`src/rtl/pwm_mixer_n.sv`:
```
// pwm_mixer_n: N-channel quadrature encoder to PWM mixer with shared counter.
// Optional PWM_MIXER_SHADOW_EN: compare against a period-aligned shadow level.
module pwm_mixer_n #(
  parameter int NUM_CH  = 3,
  parameter int WIDTH   = 8,
  parameter int DEB_LEN = 4,
  parameter int STEP    = 1,
  parameter int WRAP    = 0
) (
  input  logic                    clk,
  input  logic                    reset,
  input  logic [NUM_CH-1:0]       enc_a,
  input  logic [NUM_CH-1:0]       enc_b,
  output logic [NUM_CH-1:0]       pwm_out,
  output logic [NUM_CH*WIDTH-1:0] level
);

  localparam logic [WIDTH:0]   STEP_W  = (WIDTH+1)'(STEP);
  localparam logic [WIDTH-1:0] LVL_MAX = '1;

  logic [NUM_CH-1:0]  a_s1_q, a_s1_d, a_s2_q, a_s2_d;
  logic [NUM_CH-1:0]  b_s1_q, b_s1_d, b_s2_q, b_s2_d;
  logic [DEB_LEN-2:0] a_hist_q [NUM_CH];
  logic [DEB_LEN-2:0] a_hist_d [NUM_CH];
  logic [DEB_LEN-2:0] b_hist_q [NUM_CH];
  logic [DEB_LEN-2:0] b_hist_d [NUM_CH];
  logic [DEB_LEN-1:0] a_win    [NUM_CH];
  logic [DEB_LEN-1:0] b_win    [NUM_CH];
  logic [NUM_CH-1:0]  deb_a_q, deb_a_d, deb_b_q, deb_b_d;
  logic [NUM_CH-1:0]  prev_a_q, prev_a_d;
  logic [WIDTH-1:0]   lvl_q    [NUM_CH];
  logic [WIDTH-1:0]   lvl_d    [NUM_CH];
  logic [WIDTH-1:0]   lvl_eff  [NUM_CH];
  logic [WIDTH:0]     sum      [NUM_CH];
  logic [WIDTH:0]     dif      [NUM_CH];
  logic [WIDTH-1:0]   cnt_q, cnt_d;
  logic [NUM_CH-1:0]  pwm_q, pwm_d;

  // two-stage synchronisers and debounce windows (history + newest sample)
  always_comb begin
    a_s1_d  = enc_a;
    b_s1_d  = enc_b;
    a_s2_d  = a_s1_q;
    b_s2_d  = b_s1_q;
    deb_a_d = deb_a_q;
    deb_b_d = deb_b_q;
    for (int i = 0; i < NUM_CH; i++) begin
      a_win[i]    = {a_hist_q[i], a_s2_q[i]};
      b_win[i]    = {b_hist_q[i], b_s2_q[i]};
      a_hist_d[i] = a_win[i][DEB_LEN-2:0];
      b_hist_d[i] = b_win[i][DEB_LEN-2:0];
      if (&a_win[i])       deb_a_d[i] = 1'b1;
      else if (~|a_win[i]) deb_a_d[i] = 1'b0;
      if (&b_win[i])       deb_b_d[i] = 1'b1;
      else if (~|b_win[i]) deb_b_d[i] = 1'b0;
    end
  end

  // one count per A rising edge, direction from B, saturate or wrap
  always_comb begin
    prev_a_d = deb_a_q;
    for (int i = 0; i < NUM_CH; i++) begin
      sum[i]   = {1'b0, lvl_q[i]} + STEP_W;
      dif[i]   = {1'b0, lvl_q[i]} - STEP_W;
      lvl_d[i] = lvl_q[i];
      if (deb_a_q[i] && !prev_a_q[i]) begin
        if (deb_b_q[i]) begin
          if (WRAP != 0)        lvl_d[i] = dif[i][WIDTH-1:0];
          else if (dif[i][WIDTH]) lvl_d[i] = '0;
          else                  lvl_d[i] = dif[i][WIDTH-1:0];
        end else begin
          if (WRAP != 0)        lvl_d[i] = sum[i][WIDTH-1:0];
          else if (sum[i][WIDTH]) lvl_d[i] = LVL_MAX;
          else                  lvl_d[i] = sum[i][WIDTH-1:0];
        end
      end
    end
  end

`ifdef PWM_MIXER_SHADOW_EN
  logic [WIDTH-1:0] shd_q [NUM_CH];
  logic [WIDTH-1:0] shd_d [NUM_CH];

  // reload shadow on the last count so new levels start a fresh period
  always_comb begin
    for (int i = 0; i < NUM_CH; i++) begin
      shd_d[i]   = (cnt_q == LVL_MAX) ? lvl_q[i] : shd_q[i];
      lvl_eff[i] = shd_q[i];
    end
  end

  // shadow level registers
  always_ff @(posedge clk or posedge reset) begin
    if (reset) begin
      for (int i = 0; i < NUM_CH; i++) shd_q[i] <= '0;
    end else begin
      for (int i = 0; i < NUM_CH; i++) shd_q[i] <= shd_d[i];
    end
  end
`else
  // live compare against the current level
  always_comb begin
    for (int i = 0; i < NUM_CH; i++) lvl_eff[i] = lvl_q[i];
  end
`endif

  // shared free-running counter and registered compare
  always_comb begin
    cnt_d = cnt_q + WIDTH'(1);
    for (int i = 0; i < NUM_CH; i++) pwm_d[i] = (cnt_q < lvl_eff[i]);
  end

  // state registers
  always_ff @(posedge clk or posedge reset) begin
    if (reset) begin
      a_s1_q   <= '0;
      a_s2_q   <= '0;
      b_s1_q   <= '0;
      b_s2_q   <= '0;
      deb_a_q  <= '0;
      deb_b_q  <= '0;
      prev_a_q <= '0;
      cnt_q    <= '0;
      pwm_q    <= '0;
      for (int i = 0; i < NUM_CH; i++) begin
        a_hist_q[i] <= '0;
        b_hist_q[i] <= '0;
        lvl_q[i]    <= '0;
      end
    end else begin
      a_s1_q   <= a_s1_d;
      a_s2_q   <= a_s2_d;
      b_s1_q   <= b_s1_d;
      b_s2_q   <= b_s2_d;
      deb_a_q  <= deb_a_d;
      deb_b_q  <= deb_b_d;
      prev_a_q <= prev_a_d;
      cnt_q    <= cnt_d;
      pwm_q    <= pwm_d;
      for (int i = 0; i < NUM_CH; i++) begin
        a_hist_q[i] <= a_hist_d[i];
        b_hist_q[i] <= b_hist_d[i];
        lvl_q[i]    <= lvl_d[i];
      end
    end
  end

  // pack outputs
  always_comb begin
    pwm_out = pwm_q;
    level   = '0;
    for (int i = 0; i < NUM_CH; i++) level[i*WIDTH +: WIDTH] = lvl_q[i];
  end

endmodule

```
`config.mk`:
```
export PLATFORM = sky130hd
export DESIGN_NAME = pwm_mixer_n
export DESIGN_NICKNAME = d
export VERILOG_FILES = /design/src/rtl/pwm_mixer_n.sv
export SDC_FILE = /design/constraint.sdc
export NUM_CORES = 1
export LEC_CHECK = 0
export CAP_MARGIN = 10
export CELL_PAD_IN_SITES_DETAIL_PLACEMENT = 1
export CELL_PAD_IN_SITES_GLOBAL_PLACEMENT = 2
export CORE_MARGIN = 4
export CORE_UTILIZATION = 37
export CTS_BUF_LIST = sky130_fd_sc_hd__clkbuf_16
export CTS_CLUSTER_DIAMETER = 80
export DETAILED_ROUTE_END_ITERATION = 16
export MAX_ROUTING_LAYER = met4
export PLACE_DENSITY_LB_ADDON = 0.1
export SYNTH_ARGS = -nofsm -noshare
export SYNTH_HDL_FRONTEND = slang
export SYNTH_SLANG_ARGS = --single-unit
```
`constraint.sdc`:
```
create_clock -name clk -period 2.79 [get_ports clk]
set_input_delay 0.558 -clock clk [delete_from_list [all_inputs] [get_ports clk]]
set_output_delay 0.558 -clock clk [all_outputs]
set_load 0.005 [all_outputs]
```
==> out/qor.yml, run 1 <==
run_status:
  status: "finished clean"
setup_path:
  critPathMaxFanout: 8
  required_ps: 3000
  critPathCaptureType: "flip-flop"
  startpoint_type: "flip-flop"
  r2r-start: "level[17]"
  crit_arrival_ps: 2450
  r2r_end: "level[23]"
  r2r_slack_ps: 550
  critical_path_class: "flip-flop to flip-flop"
  reg2regPathDepth: 6
routing:
  vias: 3270
  ant_nets: 0
  wirelength_mm: 10.1
  wl_met2_mm: 4.76
  wl_met1_mm: 4.95
  first_pass_iters: 4
  via_per_inst: 5.70
  drtIter0Drc: 185
  wl_per_cell_um: 17.6
  highest_layer: "met4"
  wl_met3_um: 226
  drc_errors: 0
final_layout:
  final_cells: 574
  multi_input_area_mm2: 0.00199
  diodes: 0
  fin_util_pct: 46.0
  ff_latch_area_mm2: 0.00185
  layout_commonest_cell: "dfrtp_1"
  layout.nets: 469
  fillers: 1187
  drive_gt1_share_pct: 6.39
  area_delta_synth_final_pct: 19.0
  layout_common_cells: "dfrtp_1 (74), clkdlybuf4s50_1 (34), a21oi_1 (30), ha_1 (28), inv_1 (27)"
  final_design_area_no_fill_mm2: 0.00481
worst_hold_path:
  hp-start: "b_s1_q[2]"
  min_path_type: "flip-flop to flip-flop"
  hold_depth: 0
  holdPathEnd: "b_s2_q[2]"
timing:
  fin_crit_ps: 2240
  rsz0062_at_grt: "no"
  setup_viol: 0
  fin_skew_ps: 6.47
  drv_slew: 0
  setup_tns_ps: 0
  slew_headroom_pct: 51.7
  fmaxAchievable_ghz: 0.447
  min_period_over_period_pct: 80.2
  finalHoldViolations: 0
  tightest_slew_ps: 719
yosys:
  ys_seq_elements: 74
  synthAdderAreaFrac_pct: 8.66
  synth_top_family_by_area: "compound AO/OA/AOI/OAI gates"
  yosysWarnings: 0
  synth_compound_area_share_pct: 19.1
  synthCells: 409
  synthXorXnorAreaFrac_pct: 2.17
  synthSimpleGateAreaFrac_pct: 18.2
  synth_edf_count: 0
  ys_async_sr_fraction_pct: 100
  ys.flop_type: "dfrtp_1"
  synth_nets: 445
  yosys.cell_types.count: 66
  avgSynthCellArea_um2: 9.89
  ys_seq_area_share_pct: 45.8
  synthMuxAreaShare_pct: 0.990
  synth_area_mm2: 0.00404
clock_tree:
  htree_num_levels: 3
  clk_latency_ps: 330
  clk_pin_slew_ps: 60
  cts_tree: "yes"
  cts_hold_buf: 0
  clkSinkCount: 74
  cts.path.max_buffers: 2
  root_buffer: "clkbuf_16"
  ctsResizeCount: 0
  cts-buffers-inserted: 9
  postCtsSetupRepairBufs: 0
floorplan:
  initial_core_util_pct: 38.7
  die_h_um: 113
  die_area_mm2: 0.0127
  io_pins: 35
  die_x_um: 113
  coreArea_mm2: 0.0105
  row_count: 37
placement:
  gp_congestion: 0.801
  placed_cells: 558
  placed_area_mm2: 0.00448
  hpwl_mm: 7.06
  port_buffers: 34
run:
  drv_cap: 0
power:
  max-vdd-ir-drop_v: 0.000431
  p_seq_share_pct: 37.9
  power.total_mw: 4.40
  clkPwrFrac_pct: 29.5
  total_leakage_power_nw: 2.01
  p_int_mw: 2.78
  sw_frac_of_total_pct: 36.9
  p_per_area_mw_per_mm2: 914
  switchingPower_mw: 1.62
  p_comb_share_pct: 32.6
grt:
  antenna_found_initial: 0
  grt_max_degree: 52
  grt_pass1_wl_mm: 17.5
  grt_overflow: 0
  grt_pass1_vias: 3452
  grtUsageTotal_pct: 17.3
[per-stage QoR]
stage / worst slack, ps / hold slack [ps]
after detailed placement: 581 / 336
after global placement: 697 / 332
after floorplan: 350 / 331
after global routing: 374 / 357
after CTS: 571 / 351
final: 552 / 349
[logic make-up after synthesis]
kind of cell	Yosys count
AND/OR/NAND/NOR	127
AO/OA/AOI/OAI	115
XOR/XNOR	10
flip-flops	74
buffers and inverters	51
adder cells (fa/ha/maj)	28
multiplexers	4
[metal layers]
metal  global-route usage (%)  up-vias
li1                         -     1568
met3                     3.40       12
met2                     26.7       38
met1                     23.2     1652
met4                     5.05        0
met5                        -        -
[power by group through the flow]
stage / sequential (mW) / combinational [mW] / clock, mW
after floorplan: 1.46 / 1.06 / 0
after global placement: 1.67 / 1.40 / 0
after detailed placement: 1.68 / 1.44 / 0
after CTS: 1.67 / 1.45 / 1.34
after global routing: 1.72 / 1.62 / 1.40
final: 1.67 / 1.43 / 1.30
[critical path: stages (launching register included)]
cell and delay, ps:
dfrtp_1 470, inv_1 140, ha_1 190, nor3b_2 350, a41oi_1 330, and4_2 320, or3_1 300
[synth_stat cells, drive strengths merged, types with 2 or more instances]
master | count | area share (%)
nor4 | 6 | 1.3
mux2i | 4 | 0.99
xor2 | 3 | 0.65
a221oi | 4 | 0.87
nor3b | 2 | 0.50
a21oi | 30 | 3.7
and4 | 6 | 1.4
o21ai | 13 | 1.6
nand2b | 6 | 0.93
o31ai | 7 | 1.3
a2111oi | 2 | 0.43
nor2 | 21 | 1.9
nand3 | 24 | 3.0
nor4b | 2 | 0.59
inv | 29 | 2.7
or4 | 2 | 0.56
nand4 | 7 | 1.1
buf | 8 | 0.99
a211oi | 8 | 1.5
o221ai | 2 | 0.43
nor2b | 3 | 0.46
a211o | 2 | 0.43
or3 | 9 | 1.4
dfrtp | 74 | 46
and3 | 5 | 0.77
xnor2 | 7 | 1.5
clkbuf | 14 | 1.4
o21a | 3 | 0.56
ha | 28 | 8.7
a41oi | 3 | 0.65
o211ai | 2 | 0.37
o311ai | 2 | 0.43
a31oi | 9 | 1.4
nor3 | 10 | 1.4
a21o | 10 | 1.9
o22ai | 6 | 0.93
nand2 | 17 | 1.6
[cell type report]
cell class	instances	share of cell area (%)
clock inverters	7	2.24
inverters	29	2.26
multi-input cells	284	41.3
well taps	136	3.54
clock buffers	9	4.68
repair buffers	35	7.49
flip-flops and latches	74	38.5
[flip-flops by register name, summed over array words and instances, names as in the netlist, 6 cells and up]
signal	flops
b_hist_d	6
a_hist_d	6
cnt_q	8
level	24
[worst max-delay path by stage]
stage                          from          end  slack [ps]  cells past startpoint
after floorplan               reset  a_hist_d[1]         350                      1
after global placement    level[17]    level[23]         700                      6
after detailed placement  level[17]    level[23]         580                      6
after CTS                 level[17]    level[23]         570                      6
after global routing      level[17]    level[23]         370                      6
final                     level[17]    level[23]         550                      6
No activity file was read; power rests on OpenSTA's default activity.
==> run 2, diff against run 1 <==
==> constraint.sdc (replaced) <==
create_clock -name clk -period 2.2 [get_ports clk]
set_input_delay 0.44 -clock clk [delete_from_list [all_inputs] [get_ports clk]]
set_output_delay 0.44 -clock clk [all_outputs]
set_load 0.005 [all_outputs]
==> run 2 against run 1 <==
  * Die area did not move
  * Sequential share of layout area decreased by 0.54 points
  * Power rose by 26%
  * Maximum frequency rose by 11%
  * Critical path depth did not move
  * Setup slack lost 360 ps
  * Hold slack about the same
  * Final area increased by 1.4%
  * Wire length up 0.37%
  * Register-to-register slack worse by 360 ps
  * Count of clock-buffer cells in the layout unchanged
  * Critical path type unchanged
  * Highest routed layer unchanged
==> out/qor.yml, run 2 (synthesis results as in run 1) <==
run_status:
  status: "finished clean"  # unchanged
final_layout:
  layout_common_cells: "dfrtp_1 (74), clkdlybuf4s50_1 (34), a21oi_1 (30), ha_1 (28), inv_1 (27)"  # unchanged
  layout.nets: 481  # was 469
  area_delta_synth_final_pct: 20.7  # was 19.0%
  final_design_area_no_fill_mm2: 0.00488  # was 0.00481 mm²
  ff_latch_area_mm2: 0.00185  # unchanged
  layout_commonest_cell: "dfrtp_1"  # unchanged
  multi_input_area_mm2: 0.00199  # unchanged
  diodes: 0  # unchanged
  fillers: 1199  # was 1187
  largest_reg_flops: 24  # unchanged
  drive_gt1_share_pct: 8.89  # was 6.39%
clock_tree:
  cts_hold_buf: 0  # unchanged
  clk_latency_ps: 330  # about the same
  clkSinkCount: 74  # unchanged
  postCtsSetupRepairBufs: 0  # unchanged
  cts_tree: "yes"  # unchanged
  cts-buffers-inserted: 9  # unchanged
  cts.path.max_buffers: 2  # unchanged
  clk_pin_slew_ps: 70  # was 60 ps
  htree_num_levels: 3  # unchanged
  root_buffer: "clkbuf_16"  # unchanged
  ctsResizeCount: 0  # unchanged
setup_path:
  required_ps: 2410  # was 3000 ps
  startpoint_type: "flip-flop"  # unchanged
  critical_path_class: "flip-flop to flip-flop"  # unchanged
  critPathMaxFanout: 10  # was 8
  crit_arrival_ps: 2220  # was 2450 ps
  r2r_slack_ps: 190  # was 550 ps
  critPathCaptureType: "flip-flop"  # unchanged
timing:
  min_period_over_period_pct: 91.3  # was 80.2%
  fin_skew_ps: 9.87  # was 6.47 ps
  fmaxAchievable_ghz: 0.498  # was 0.447 GHz
  finalHoldViolations: 0  # unchanged
  rsz0062_at_grt: "no"  # unchanged
  drv_slew: 0  # unchanged
  worst_slack_ps: 192  # was 552 ps
  tightest_slew_ps: 683  # was 719 ps
  slew_headroom_pct: 54.1  # was 51.7%
  setup_tns_ps: 0  # unchanged
  fin_crit_ps: 2010  # was 2240 ps
  setup_viol: 0  # unchanged
routing:
  wirelength_mm: 10.1  # about the same
  via_per_inst: 5.75  # was 5.70
  drc_errors: 0  # unchanged
  vias: 3369  # was 3270
  drtIter0Drc: 152  # was 185
  wl_per_cell_um: 17.3  # was 17.6 µm
  first_pass_iters: 4  # unchanged
  ant_nets: 0  # unchanged
placement:
  gp_congestion: 0.834  # was 0.801
  post-place-ws_ps: 201  # was 581 ps
  hpwl_mm: 7.29  # was 7.06 mm
  placed_area_mm2: 0.00457  # was 0.00448 mm²
  port_buffers: 34  # unchanged
power:
  max-vdd-ir-drop_v: 0.000572  # was 0.000431 V
  total_leakage_power_nw: 2.05  # was 2.01 nW
  p_per_area_mw_per_mm2: 1130  # was 914 mW/mm²
  power.total_mw: 5.52  # was 4.40 mW
floorplan:
  row_count: 37  # unchanged
  die_x_um: 113  # unchanged
  io_pins: 35  # unchanged
  die_h_um: 113  # unchanged
  initial_core_util_pct: 38.7  # unchanged
  die_area_mm2: 0.0127  # unchanged
  coreArea_mm2: 0.0105  # unchanged
grt:
  use_met2_pct: 26.0  # was 26.7%
  grt_pass1_wl_mm: 17.3  # was 17.5 mm
  met3_usage_pct: 2.16  # was 3.40%
  grtUsageTotal_pct: 16.9  # was 17.3%
  grt_max_degree: 75  # was 52
  grt_pass1_vias: 3344  # was 3452
  grt_overflow: 0  # unchanged
  grt_busiest_layer: "met2"  # unchanged
  antenna_found_initial: 0  # unchanged
  gr-usage-met1_pct: 23.5  # was 23.2%
worst_hold_path:
  min_path_type: "flip-flop to flip-flop"  # unchanged
run:
  drv_cap: 0  # unchanged
[run 2: cell types whose count changed in the layout (fill, tap and decap cells not counted), sizes merged]
cell      before  now
clkinvlp       1    3
buf            1   13
bufinv         2    1
inv           33   32
[run 2: final timing paths]
path                            startpoint         end  cells past startpoint
min in group asynchronous            reset  deb_a_q[1]                      3
worst max register to register   level[16]   level[23]                      6
worst min register to register   b_s1_q[0]   b_s2_q[0]                      0
worst min-delay path             b_s1_q[0]   b_s2_q[0]                      0
max in group asynchronous            reset  pwm_out[2]                      3
worst max-delay path             level[16]   level[23]                      6
[run 2: report_power, final]
group	internal, mW	leakage, nW	switching [mW]
combinational	0.975	1.02	0.971
clock	0.899	0.145	0.635
sequential	1.59	0.894	0.454
[run 2: layout make-up]
cell class	instances	share of cell area [%]
timing repair buffer	47	9.23
clock inverter	7	1.69
sequential	74	37.9
inverter	29	2.31
tap	136	3.49
clock buffer	9	4.61
multi-input combinational	284	40.7
[run 2: metal layers]
metal / vias to the layer above / wire, µm / share of wire [%]
met1: 1692 / 4830 / 48
met2: 61 / 4900 / 48
met5: - / 0 / 0
met3: 11 / 298 / 2.9
met4: 0 / 110 / 1.1
li1: 1605 / - / -
[run 2: per-stage QoR]
stage / utilization (%) / hold slack (ps) / cells
4_1_cts: 46.7 / 351 / 586
3_3_place_gp: 43.7 / 331 / 570
2_1_floorplan: - / 331 / 409
3_5_place_dp: 43.7 / 336 / 570
6_report: 46.7 / 349 / 586
5_1_grt: 46.7 / 356 / 586
[run 2: worst max-delay path: stages (launching register included)]
cell and delay [ps]:
dfrtp_1 480, inv_1 120, ha_1 180, nor3b_2 360, a41oi_1 200, and4_2 260
or3_1 300
